===== src/rtl/macc_stream.sv =====
// Streaming signed multiply-accumulate.
// Accumulates a*b over each tlast-delimited input frame and emits one
// rounded, shifted and (optionally) saturated result per frame.
// Stages: S1 operands -> S2 product -> S3 accumulate -> S4 round/shift ->
// output register. A single enable freezes every stage under backpressure.
module macc_stream #(
  parameter int ADW   = 24,
  parameter int BDW   = 18,
  parameter int ACCW  = 48,
  parameter int SHIFT = 0,
  parameter int ODW   = 24,
  parameter bit SAT   = 1'b1
) (
  input  logic                   clk,
  input  logic                   rst,
  input  logic                   s_axis_tvalid,
  output logic                   s_axis_tready,
  input  logic signed [ADW-1:0]  s_axis_ta,
  input  logic signed [BDW-1:0]  s_axis_tb,
  input  logic                   s_axis_tlast,
  output logic                   m_axis_tvalid,
  input  logic                   m_axis_tready,
  output logic signed [ODW-1:0]  m_axis_tdata,
  output logic                   m_axis_tovf
);

  localparam int PW = ADW + BDW;
  // One guard bit so the rounding add can never wrap.
  localparam int QW = ACCW + 1;
  // Half an LSB of the shifted result; zero when no shift is applied.
  localparam logic signed [QW-1:0] RND = (QW'(1) << SHIFT) >> 1;

  generate
    if (ACCW < ADW + BDW) begin : g_bad_accw
      $error("macc_stream: ACCW must be >= ADW+BDW");
    end
    if (SHIFT < 0 || SHIFT > ACCW - 1) begin : g_bad_shift
      $error("macc_stream: SHIFT must lie in 0..ACCW-1");
    end
    if (ODW > ACCW - SHIFT) begin : g_bad_odw
      $error("macc_stream: ODW must be <= ACCW-SHIFT");
    end
    if (ODW < 2) begin : g_small_odw
      $error("macc_stream: ODW must be at least 2");
    end
  endgenerate

  // Global advance: the whole pipeline moves only when the output register
  // is empty or being drained this cycle.
  logic en;
  assign en            = !m_axis_tvalid || m_axis_tready;
  assign s_axis_tready = en && !rst;

  // ---------------------------------------------------------------------
  // S1: operand registers
  // ---------------------------------------------------------------------
  logic                  s1_v;
  logic                  s1_last;
  logic signed [ADW-1:0] s1_a;
  logic signed [BDW-1:0] s1_b;

  // S1 valid: a beat enters whenever the stage advances with tvalid high.
  always_ff @(posedge clk) begin
    // NOTE: sequential state uses non-blocking assignments so every register
    // samples pre-edge values and process ordering cannot matter.
    if (rst) begin
      s1_v <= 1'b0;
    end else if (en) begin
      s1_v <= s_axis_tvalid;
    end
  end

  // S1 payload: captured only for real beats, so bubbles leave it untouched.
  always_ff @(posedge clk) begin
    // NOTE: payload registers have no reset; the valid bits alongside them
    // qualify every use, so the reset tree only reaches control state.
    if (en && s_axis_tvalid) begin
      s1_a    <= s_axis_ta;
      s1_b    <= s_axis_tb;
      s1_last <= s_axis_tlast;
    end
  end

  // ---------------------------------------------------------------------
  // S2: full-precision product, sign-extended to the accumulator width
  // ---------------------------------------------------------------------
  logic                   s2_v;
  logic                   s2_last;
  logic signed [ACCW-1:0] s2_prod;
  logic signed [PW-1:0]   prod_full;

  assign prod_full = PW'(s1_a) * PW'(s1_b);

  // S2 valid follows S1 valid on every advance.
  always_ff @(posedge clk) begin
    if (rst) begin
      s2_v <= 1'b0;
    end else if (en) begin
      s2_v <= s1_v;
    end
  end

  // S2 payload: product and frame marker of the beat held in S1.
  always_ff @(posedge clk) begin
    if (en && s1_v) begin
      s2_prod <= ACCW'(prod_full);
      s2_last <= s1_last;
    end
  end

  // ---------------------------------------------------------------------
  // S3: accumulator. Wraps modulo 2^ACCW; the first beat of a frame
  // restarts from zero instead of the previous frame's total.
  // ---------------------------------------------------------------------
  logic                   s3_v;
  logic                   s3_last;
  logic                   first;
  logic signed [ACCW-1:0] acc;
  logic signed [ACCW-1:0] acc_next;

  // Next accumulator value for the beat currently in S2.
  always_comb begin
    // NOTE: every always_comb output gets a default before any branch, which
    // keeps latches from being inferred when branches are added later.
    acc_next = s2_prod;
    if (!first) begin
      acc_next = acc + s2_prod;
    end
  end

  // S3 control: valid tracking and the start-of-frame flag.
  always_ff @(posedge clk) begin
    if (rst) begin
      s3_v  <= 1'b0;
      first <= 1'b1;
    end else if (en) begin
      s3_v <= s2_v;
      if (s2_v) begin
        first <= s2_last;
      end
    end
  end

  // S3 datapath: accumulate only real beats; bubbles leave acc intact.
  always_ff @(posedge clk) begin
    if (en && s2_v) begin
      acc     <= acc_next;
      s3_last <= s2_last;
    end
  end

  // ---------------------------------------------------------------------
  // S4: round half up and arithmetic shift, only for the frame's last beat
  // ---------------------------------------------------------------------
  logic                 rnd_v;
  logic signed [QW-1:0] rnd_sum;
  logic signed [QW-1:0] rnd_q;

  assign rnd_sum = $signed({acc[ACCW-1], acc}) + RND;

  // S4 valid: set only when S3 carries a completed frame.
  always_ff @(posedge clk) begin
    if (rst) begin
      rnd_v <= 1'b0;
    end else if (en) begin
      rnd_v <= s3_v && s3_last;
    end
  end

  // S4 payload: shifted frame total.
  always_ff @(posedge clk) begin
    if (en && s3_v && s3_last) begin
      rnd_q <= rnd_sum >>> SHIFT;
    end
  end

  // ---------------------------------------------------------------------
  // Output: range check, optional clamp, result register
  // ---------------------------------------------------------------------
  logic [QW-ODW:0]       q_hi;
  logic                  out_ovf;
  logic signed [ODW-1:0] out_sat;
  logic signed [ODW-1:0] out_data;

  // The result fits in ODW bits exactly when all bits from the output sign
  // bit upward agree.
  always_comb begin
    q_hi     = rnd_q[QW-1:ODW-1];
    out_ovf  = !((&q_hi) || !(|q_hi));
    out_sat  = rnd_q[QW-1] ? {1'b1, {(ODW-1){1'b0}}} : {1'b0, {(ODW-1){1'b1}}};
    out_data = rnd_q[ODW-1:0];
    if (SAT && out_ovf) begin
      out_data = out_sat;
    end
  end

  // Output register: loads a new result or drains on handshake; holds still
  // while the consumer stalls.
  always_ff @(posedge clk) begin
    if (rst) begin
      m_axis_tvalid <= 1'b0;
      m_axis_tdata  <= '0;
      m_axis_tovf   <= 1'b0;
    end else if (en) begin
      m_axis_tvalid <= rnd_v;
      if (rnd_v) begin
        m_axis_tdata <= out_data;
        m_axis_tovf  <= out_ovf;
      end
    end
  end

endmodule


===== config.mk =====
export PLATFORM = sky130hd
export DESIGN_NAME = macc_stream
export DESIGN_NICKNAME = d
export VERILOG_FILES = /design/src/rtl/macc_stream.sv
export SDC_FILE = /design/constraint.sdc
export NUM_CORES = 2
export LEC_CHECK = 0
export BUFFER_PORTS_ARGS = -buffer_cell sky130_fd_sc_hd__buf_2
export CAP_MARGIN = 5
export CORE_MARGIN = 2
export CORE_UTILIZATION = 45
export CTS_CLUSTER_SIZE = 10
export DETAILED_ROUTE_END_ITERATION = 6
export HOLD_SLACK_MARGIN = 0.15
export PLACE_DENSITY = 0.72
export RECOVER_POWER = 100
export SLEW_MARGIN = 40
export SYNTH_ARGS = -nofsm -noshare
export SYNTH_HDL_FRONTEND = slang
export SYNTH_SLANG_ARGS = --single-unit

===== constraint.sdc =====
create_clock -name clk -period 14.4 [get_ports clk]
set_input_delay 1.44 -clock clk [delete_from_list [all_inputs] [get_ports clk]]
set_output_delay 1.44 -clock clk [all_outputs]
set_load 0.01 [all_outputs]

==> metrics.cfg <==
[routing]
wirelength_um=58000
antenna_left=0
firstDrtPassIters=6
num_vias=17700
drtIter0Drc=1068
drc=0
wl_per_cell_um=17.2
vias_per_cell=5.24

[yosys]
synthesis.nets=3208
netlist_top_cells_count=inv_1 (524), fa_1 (426), nand2_1 (351)
syn_inst=2583
synth.avg_cell_area_um2=9.86
yosys_warnings=0
synth-async-reset-ratio_pct=0
netlist_area_um2=25500
yosysMostFrequentCell=inv_1
ys_seq_elements=214
netlist.area_leader.share_pct=33.5
yosysSeqAreaShare_pct=24.0
yosysUniqueCellTypes=68
synth_area_leaders=fa_1 (33%), edfxtp_1 (22%), inv_1 (7.7%), ha_1 (7.5%), nand2_1 (5.2%)
ys.flop_type=edfxtp_1
synth_top_cell_by_area=fa_1
synth-edff-count=183

[finish]
fin_util_pct=48.7
diodes=0
nNetsFinal=3227
fin_cells=3376
layout-drive-gt1-share_pct=4.39
fillCellCount=5211
area_growth_pct=7.50

[clock_network]
cts_setup_buffers=0
clock_latency_ps=570
cts_buffer_depth=3
cts_tree=yes
post_cts_resized=0
postCtsHoldBufs=0
cts_max_level=1
cts_root_buf=clkbuf_16
cts_made_buffers=27
clk_pin_slew_ps=60
clock_sinks=214

[worst_setup_path]
reg2reg_from=s1_b[0]
worstSetupStartpointType=flop
end_kind=flop
worst-path-max-fanout=24
worstPathRequired_ps=14700
worstSetupPathType=reg -> reg
worstSetupStartpoint=s1_b[0]
crit_arrival_ps=8550

[flow_run]
maxCapViolCount=6

[sta]
fin_crit_ps=8250
fin_skew_ps=18.7
setup_tns_ps=0
finalSetupViolCount=0
period_share_pct=57.3
worst_slew_pin_slew_ps=3390
hold_viol_final=0
slew_headroom_pct=-126
final_max_slew_viol_count=331
rsz0062_at_grt=no
max_clock_freq_ghz=0.121

[global_routing]
track_usage_pct=20.4
overflow=0
grt_max_degree=92
grt_pass1_vias=18900
grt_pass1_wl_um=96900
antenna_found_initial=0

[die]
dieArea_um2=58500
design.core.area_um2=56200
die_width_um=242
initial_core_util_pct=45.3
rows=87
io_pins=74
die_h_um=242

[min_path]
hold_class=reg -> reg
hp-start=s1_last

[status]
violations=max-capacitance violations, max-slew violations
status=finished with violations

[place]
dp_hpwl_um=46300
port_buffers=73
gp_congestion=0.909
numPlacedInstances=3322

## per-layer routing
metal	GRT usage, %	wire [um]
met5	0	0
met4	4.96	1340
met3	4.20	4720
met2	33.1	26800
met1	28.0	25200
## cells by family after synthesis
logic type / share of synthesized area [%]
and+or+nand+nor: 13.7
buffers and inverters: 9.31
adders and majority gates: 41.0
AOI/OAI and AO/OA: 9.04
DFF: 24.0
xor gates and xnor gates: 2.82
muxes: 0.123
## critical path: stages (launching register included)
cell and delay [ps]:
edfxtp_1 320, clkbuf_1 990, nand2_1 190, fa_1 590, inv_1 50, fa_1 470, fa_1 500, inv_1 60
fa_1 540, inv_1 70, fa_1 530, inv_1 50, fa_1 480, inv_1 40, ha_1 340, and3_1 210
a221oi_1 460, o21a_1 190, o21ai_0 180, a2111oi_0 630, nor4_1 180, or3_1 430, a31o_1 220, a21oi_1 170
xnor2_1 80
## area by class of cell
cell class / count / area [um^2] / share of cell area [%]
Inverter: 525 / 1970 / 7.20
Tap cell: 756 / 946 / 3.46
Clock buffer: 41 / 759 / 2.77
Clock inverter: 6 / 95.1 / 0.347
Multi-Input combinational cell: 1738 / 16900 / 61.9
Timing Repair Buffer: 96 / 553 / 2.02
Sequential cell: 214 / 6120 / 22.3
## sequential cells by signal, indices dropped and copies added (netlist names), 18 cells and up
name          count
acc              48
m_axis_tdata     24
s2_prod          42
s1_b             18
s1_a             24
rnd_q            48
## through the flow
step,setup WS [ps],hold WS [ps],instance area (um^2)
floorplan,7720,400,25500
global placement,7120,424,26400
detailed placement,7000,413,26500
CTS,6970,439,27400
global route,5730,461,27400
finish,6150,434,27400
## layout by cell type, fill, tap and decap left out, types with 11 or more instances in the layout
cell type    n
a21o_1      59
a21oi_1     89
a311oi_1    24
and2_1     153
buf_2       43
clkbuf_1    47
clkbuf_16   28
dfxtp_1     31
edfxtp_1   183
fa_1       426
ha_1       152
inv_1      522
nand2_1    351
nand2b_1    40
nand3_1     17
nand4_1     17
nor2_1      81
nor2b_1     11
nor3_1      14
nor4_1      11
o21a_1      11
o21ai_0     81
o21bai_1    16
xnor2_1     56
xor2_1      26
## path summary, 6_finish.rpt
kind	cells after the start	slack (ps)	end
max	24	6150	s2_prod[40]
min	0	430	s2_last
max reg2reg	24	6150	s2_prod[40]
min reg2reg	0	430	s2_last
Power is not shown: default switching activity piles up to over one toggle a cycle in this logic, so the estimate is an artifact.
